==> src/rtl/gf180mcu_fd_sc_mcu9t5v0__latrsnq_ctrl_if.sv <==
`default_nettype none
// ----------------------------------------------------------------------------
// gf180mcu_fd_sc_mcu9t5v0__latrsnq_ctrl_if : request + latch-bank signal bundle
// Revision: 1.0
// ----------------------------------------------------------------------------
interface gf180mcu_fd_sc_mcu9t5v0__latrsnq_ctrl_if #(
  parameter int WIDTH = 8
);
  logic             req_valid;
  logic             req_ready;
  logic [1:0]       req_op;
  logic [WIDTH-1:0] req_d;
  logic [WIDTH-1:0] req_mask;
  logic [WIDTH-1:0] d;
  logic [WIDTH-1:0] e;
  logic [WIDTH-1:0] rn;
  logic [WIDTH-1:0] setn;
  logic             done;
  logic             err;
  logic [WIDTH-1:0] shadow;
  logic [WIDTH-1:0] shadow_vld;

  modport master (
    output req_valid, req_op, req_d, req_mask,
    input  req_ready, d, e, rn, setn, done, err, shadow, shadow_vld
  );

  modport slave (
    input  req_valid, req_op, req_d, req_mask,
    output req_ready, d, e, rn, setn, done, err, shadow, shadow_vld
  );
endinterface
`default_nettype wire

==> src/rtl/gf180mcu_fd_sc_mcu9t5v0__latrsnq_ctrl.sv <==
`default_nettype none
// ----------------------------------------------------------------------------
// gf180mcu_fd_sc_mcu9t5v0__latrsnq_ctrl : timed load/set/clear sequencer for a latch bank
// Revision: 1.0
// ----------------------------------------------------------------------------
module gf180mcu_fd_sc_mcu9t5v0__latrsnq_ctrl #(
  parameter int WIDTH = 8,
  parameter int T_SU  = 1,
  parameter int T_PW  = 2,
  parameter int T_HD  = 1
) (
  input  logic clk,
  input  logic rst,
  gf180mcu_fd_sc_mcu9t5v0__latrsnq_ctrl_if.slave bus
);

  typedef enum logic [1:0] {IDLE, SETUP, PULSE, HOLD} state_t;

  localparam logic [1:0] c_op_load  = 2'b00;
  localparam logic [1:0] c_op_set   = 2'b01;
  localparam logic [1:0] c_op_clear = 2'b10;
  localparam logic [1:0] c_op_rsvd  = 2'b11;
  localparam logic [3:0] c_su_load  = 4'(T_SU - 1);
  localparam logic [3:0] c_pw_load  = 4'(T_PW - 1);
  localparam logic [3:0] c_hd_load  = 4'(T_HD - 1);

  state_t           r_state, w_state_n;
  logic [3:0]       r_cnt, w_cnt_n;
  logic [1:0]       r_op;
  logic [WIDTH-1:0] r_mask, r_d, r_e, r_rn, r_setn, r_shadow, r_vld;
  logic             r_done, r_err, w_done_n, w_ready, w_accept, w_rsvd, w_pulse_n;

  // DONE is registered, so READY is also held low while it is high to give the
  // one-cycle gap after every completion, including the reserved-op path.
  assign w_ready  = (r_state == IDLE) && !rst && !r_done;
  assign w_accept = bus.req_valid && w_ready;
  assign w_rsvd   = w_accept && (bus.req_op == c_op_rsvd);

  always_comb begin
    w_state_n = r_state;
    w_cnt_n   = r_cnt;
    case (r_state)
      IDLE: begin
        if (w_accept && !w_rsvd) begin
          w_state_n = SETUP;
          w_cnt_n   = c_su_load;
        end
      end
      SETUP: begin
        if (r_cnt == 4'd0) begin
          w_state_n = PULSE;
          w_cnt_n   = c_pw_load;
        end else begin
          w_cnt_n = r_cnt - 4'd1;
        end
      end
      PULSE: begin
        if (r_cnt == 4'd0) begin
          w_state_n = HOLD;
          w_cnt_n   = c_hd_load;
        end else begin
          w_cnt_n = r_cnt - 4'd1;
        end
      end
      HOLD: begin
        if (r_cnt == 4'd0) begin
          w_state_n = IDLE;
          w_cnt_n   = 4'd0;
        end else begin
          w_cnt_n = r_cnt - 4'd1;
        end
      end
    endcase
    w_done_n  = ((w_state_n == HOLD) && (w_cnt_n == 4'd0)) || w_rsvd;
    w_pulse_n = (w_state_n == PULSE);
  end

  always_ff @(posedge clk) begin
    if (rst) begin
      r_state  <= IDLE;
      r_cnt    <= 4'd0;
      r_op     <= c_op_load;
      r_mask   <= '0;
      r_d      <= '0;
      r_e      <= '0;
      r_rn     <= '1;
      r_setn   <= '1;
      r_done   <= 1'b0;
      r_err    <= 1'b0;
      r_shadow <= '0;
      r_vld    <= '0;
    end else begin
      r_state <= w_state_n;
      r_cnt   <= w_cnt_n;
      r_done  <= w_done_n;
      r_err   <= w_rsvd;
      if (w_accept && !w_rsvd) begin
        r_op   <= bus.req_op;
        r_mask <= bus.req_mask;
        if (bus.req_op == c_op_load) r_d <= bus.req_d;
      end
      // Strobes are registered so the latch bank sees glitch-free pulses.
      r_e    <= (w_pulse_n && r_op == c_op_load)  ? r_mask  : '0;
      r_setn <= (w_pulse_n && r_op == c_op_set)   ? ~r_mask : '1;
      r_rn   <= (w_pulse_n && r_op == c_op_clear) ? ~r_mask : '1;
      if (r_done && !r_err) begin
        case (r_op)
          c_op_load:  r_shadow <= (r_shadow & ~r_mask) | (r_d & r_mask);
          c_op_set:   r_shadow <= r_shadow | r_mask;
          c_op_clear: r_shadow <= r_shadow & ~r_mask;
          default:    r_shadow <= r_shadow;
        endcase
        r_vld <= r_vld | r_mask;
      end
    end
  end

  assign bus.req_ready  = w_ready;
  assign bus.d          = r_d;
  assign bus.e          = r_e;
  assign bus.rn         = r_rn;
  assign bus.setn       = r_setn;
  assign bus.done       = r_done;
  assign bus.err        = r_err;
  assign bus.shadow     = r_shadow;
  assign bus.shadow_vld = r_vld;

endmodule
`default_nettype wire

==> src/flat_wrapper.sv <==
// flat-port wrapper written by rule: the top's interface ports become plain ports
module gf180mcu_fd_sc_mcu9t5v0__latrsnq_ctrl_flat 
#(
  parameter int WIDTH = 8,
  parameter int T_SU  = 1,
  parameter int T_PW  = 2,
  parameter int T_HD  = 1
)
  (clk, rst, bus_req_valid, bus_req_op, bus_req_d, bus_req_mask, bus_req_ready, bus_d, bus_e, bus_rn, bus_setn, bus_done, bus_err, bus_shadow, bus_shadow_vld);
  gf180mcu_fd_sc_mcu9t5v0__latrsnq_ctrl_if #(.WIDTH(WIDTH)) bus_i ();
  input  logic clk;
  input  logic rst;
  input wire logic [$bits(bus_i.req_valid)-1:0] bus_req_valid;
  input wire logic [$bits(bus_i.req_op)-1:0] bus_req_op;
  input wire logic [$bits(bus_i.req_d)-1:0] bus_req_d;
  input wire logic [$bits(bus_i.req_mask)-1:0] bus_req_mask;
  output wire logic [$bits(bus_i.req_ready)-1:0] bus_req_ready;
  output wire logic [$bits(bus_i.d)-1:0] bus_d;
  output wire logic [$bits(bus_i.e)-1:0] bus_e;
  output wire logic [$bits(bus_i.rn)-1:0] bus_rn;
  output wire logic [$bits(bus_i.setn)-1:0] bus_setn;
  output wire logic [$bits(bus_i.done)-1:0] bus_done;
  output wire logic [$bits(bus_i.err)-1:0] bus_err;
  output wire logic [$bits(bus_i.shadow)-1:0] bus_shadow;
  output wire logic [$bits(bus_i.shadow_vld)-1:0] bus_shadow_vld;
  assign bus_i.req_valid = bus_req_valid;
  assign bus_i.req_op = bus_req_op;
  assign bus_i.req_d = bus_req_d;
  assign bus_i.req_mask = bus_req_mask;
  assign bus_req_ready = bus_i.req_ready;
  assign bus_d = bus_i.d;
  assign bus_e = bus_i.e;
  assign bus_rn = bus_i.rn;
  assign bus_setn = bus_i.setn;
  assign bus_done = bus_i.done;
  assign bus_err = bus_i.err;
  assign bus_shadow = bus_i.shadow;
  assign bus_shadow_vld = bus_i.shadow_vld;
  gf180mcu_fd_sc_mcu9t5v0__latrsnq_ctrl #(.WIDTH(WIDTH), .T_SU(T_SU), .T_PW(T_PW), .T_HD(T_HD)) u_core (.clk(clk), .rst(rst), .bus(bus_i));
endmodule
==> config.mk <==
export PLATFORM = sky130hd
export DESIGN_NAME = gf180mcu_fd_sc_mcu9t5v0__latrsnq_ctrl_flat
export DESIGN_NICKNAME = d
export VERILOG_FILES = /design/src/rtl/gf180mcu_fd_sc_mcu9t5v0__latrsnq_ctrl_if.sv /design/src/rtl/gf180mcu_fd_sc_mcu9t5v0__latrsnq_ctrl.sv /design/src/flat_wrapper.sv
export SDC_FILE = /design/constraint.sdc
export NUM_CORES = 1
export LEC_CHECK = 0
export BUFFER_PORTS_ARGS = -buffer_cell sky130_fd_sc_hd__buf_2
export CORE_ASPECT_RATIO = 0.9
export CORE_MARGIN = 5
export CORE_UTILIZATION = 50
export DETAILED_ROUTE_END_ITERATION = 12
export PLACE_DENSITY = 0.8
export SLEW_MARGIN = 20
export SYNTH_ARGS = -nofsm -noshare
export SYNTH_HDL_FRONTEND = slang
export SYNTH_SLANG_ARGS = --single-unit
export TNS_END_PERCENT = 1
==> constraint.sdc <==
create_clock -name clk -period 2.29 [get_ports clk]
set_clock_uncertainty 0.2 [all_clocks]
set_input_delay 0.1145 -clock clk [delete_from_list [all_inputs] [get_ports clk]]
set_output_delay 0.1145 -clock clk [all_outputs]
set_load 0.005 [all_outputs]
==> summary.md <==
| Metric | Value |
|---|---|
| Status | `finished, final reports clean` |
| CP Class | `register to register` |
| Final Setup Violations | `0` |
| YS warnings | `0` |
| Clk buf depth | `2` |
| Final Max Tran Viols | `0` |
| Setup TNS | `0 ns` |
| Vias | `2085` |
| Worst Setup End Kind | `register` |
| Worst hold margin | `0.0595 ns` |
| Die H | `around 75 um` |
| Drt pass-1 iters | `4` |
| Initial antenna violation count | `0` |
| Routed len/inst | `roughly 14 um` |
| Primary FF master, synth | `dfxtp_1` |
| Clock Sinks | `66` |
| Fin util | `72.4%` |
| Critical-path top delay cell | `nor3b_2` |
| Share of layout cells above drive strength 1 | `roughly 29%` |
| Leakage | `roughly 1.4 nW` |
| Final hold violation count | `0` |
| Peak Freq | `468 MHz` |
| Critical path cell sequence | `inv_1, ha_1, nor3b_2, nand2b_1, nand3_1, nor3_2, buf_4, nand2_1` |
| Actual slew at the worst max-slew pin | `between 0.5 and 0.6 ns` |
| ANT nets after route | `0` |
| WHS Path Cells | `5` |
| Reg2reg path depth | `8` |
| Post-synth ARST share | `0%` |
| Bufs and invs on worst path | `2` |
| CTS tree | `yes` |
| Critical path's top delay family | `simple AND/OR/NAND/NOR gates` |
| # diodes | `0` |
| Relative slew slack | `64.9%` |
| Worst EP required | `~2.3 ns` |
| PwrDens | `just under 900 nW/um2` |
| Sequential-to-total area share from yosys stat | `between 50 and 60%` |
| I/O pin count | `just over 70` |
| Net count after synthesis | `roughly 270` |
| Vias per cell | `5.01` |
| Number of synthesized flops with an enable pin | `0` |
| Initial Util | `a little over half` |
| CTS clk-pin slew, worst paths | `roughly 0.080 ns` |
| Stages on worst setup path | `8` |
| Worst Path Max Fanout | `8` |
| Clock latency on the worst-skew pair | `~0.33 ns` |
| Reported max-cap violation count | `0` |
| RSZ-0062 raised after global routing | `false` |
| Largest stage delay, worst path | `0.39 ns` |
| Worst IR drop on VDD | `409 uV` |
| Largest net degree at the start of global routing | `35` |
| Area Growth Syn to Fin | `38.0%` |
| Final #Nets | `about 380` |
| Core Rows | `23` |
| Die Footprint | `between 6000 and 7000 um2` |
| Syn Inst Count | `247` |
| Slack of the critical path | `between 0.15 and 0.2 ns` |
| Grt ovf | `0` |
| Final GP Congestion | `approximately 0.86` |
| Detailed placement HPWL | `3760 um` |
| Min-Delay Path Class | `primary input to register` |
| H-tree depth | `3` |
| Mapped cell area | `~2400 um2` |
| Min cycle time layout | `~2.1 ns` |
| Number of global-route vias before repair | `approximately 2100` |
| DRC Markers | `0` |
| Post-synth cell types | `35` |
| Synth Register Bits | `66` |
| CTS buffer count | `9` |
| CP startpoint kind | `register` |
| Final WL | `between 5000 and 6000 um` |
| Global-route wire length before repair | `9370 um` |
| Core area | `about 4500 um2` |
| CTS Root Cell | `clkbuf_8` |
| Post-route clock period utilization | `a little over 90%` |
| Die width | `approximately 83 um` |
| Setup WS pre-CTS | `approximately 0.14 ns` |
| WP data arrival | `~2.2 ns` |
| Syn Area/Cell | `9.60 um2` |
| Port bufs | `71` |
| GRT Util Overall | `roughly a fifth` |
| Drt initial violations | `~130` |
## layout make-up
class | instances | area, um2
Clock buffer | 9 | 124
Timing Repair Buffer | 100 | 628
Inverter | 9 | 33.8
Sequential cell | 66 | 1320
Fill cell | 336 | 1240
Clock inverter | 7 | 101
Tap cell | 62 | 77.6
Multi-Input combinational cell | 163 | 987
## worst paths after layout
check	from	to	slack (ns)
max	u_core.r_cnt[0]	u_core.bus.setn[0]	0.15
min	rst	u_core.r_cnt[3]	0.06
max reg2reg	u_core.r_cnt[0]	u_core.bus.setn[0]	0.15
min reg2reg	u_core.bus.shadow_vld[6]	u_core.bus.shadow_vld[6]	0.26
## through the flow
stage | instances | power [mW] | instance area, um2
final | 416 | 2.88 | 3270
after global placement | 378 | 1.76 | 2820
after detailed placement | 378 | 1.77 | 2820
after floorplan | 247 | 1.64 | 2370
after CTS | 416 | 2.88 | 3260
after global routing | 416 | 3.01 | 3270
## repair_timing
item | in CTS | in global routing
setup endpoints to repair | 0 | 10
setup buffers | 0 | 0
hold buffers | 22 | 0
resized for setup | 0 | 2
hold endpoints to repair | 20 | 0
## power breakdown
| part | internal [mW] | switching [mW] |
|---|---|---|
| clock network | 0.622 | 0.467 |
| registers | 1.20 | 0.0802 |
| logic | 0.227 | 0.280 |
| total | 2.05 | 0.828 |
## per-layer routing
layer  track usage [%]  up-vias  wire length, um
met5                 0        -                0
met4              11.6        0               49
met3              4.14        6              452
met2              33.3       82             2660
met1              24.9      945             2630
li1                  -     1052                -
## cells in the mapped netlist, drive strengths merged, types with 4 or more instances
cell	number	area (um2)
clkbuf	4	15.0
buf	5	23.8
and2	8	50.1
mux2i	9	90.1
nor3	7	61.3
inv	8	30.0
dfxtp	66	1320
a311oi	9	78.8
nor2	27	101
nand2	38	145
ha	6	75.1
a21oi	36	180
## tightest hold or removal path: cells and delay by family
| kind | cells | cell delay [ns] |
|---|---|---|
| buf+inv | 1 | 0.11 |
| compound gates | 1 | 0.10 |
| simple gates | 3 | 0.23 |
## cells in the final DEF (no fill, tap or decap), types with 2 or more instances in the layout
cell           instances
a21o_1                 2
a21oi_1               36
a311oi_1               9
a31oi_1                2
and2_1                 8
buf_2                 71
buf_4                  7
bufinv_16              2
clkbuf_8               9
clkinvlp_4             2
dfxtp_1               66
dlygate4sd3_1         22
ha_1                   6
inv_1                  8
inv_6                  2
mux2i_1                9
nand2_1               37
nand2b_1               2
nand3b_1               2
nor2_1                26
nor2b_1                2
nor3_1                 3
nor3_2                 2
nor3_4                 2
## cell families after synthesis
| family | after synthesis | synth area share (%) |
|---|---|---|
| AOI/OAI and AO/OA | 51 | 12.9 |
| xor gates and xnor gates | 1 | 0.369 |
| adders and majority gates | 6 | 3.16 |
| buffers and inverters | 18 | 3.06 |
| DFF | 66 | 55.7 |
| muxes | 9 | 3.80 |
| and+or+nand+nor | 96 | 21.0 |
Note: power is estimated with default switching activity, not from simulation.
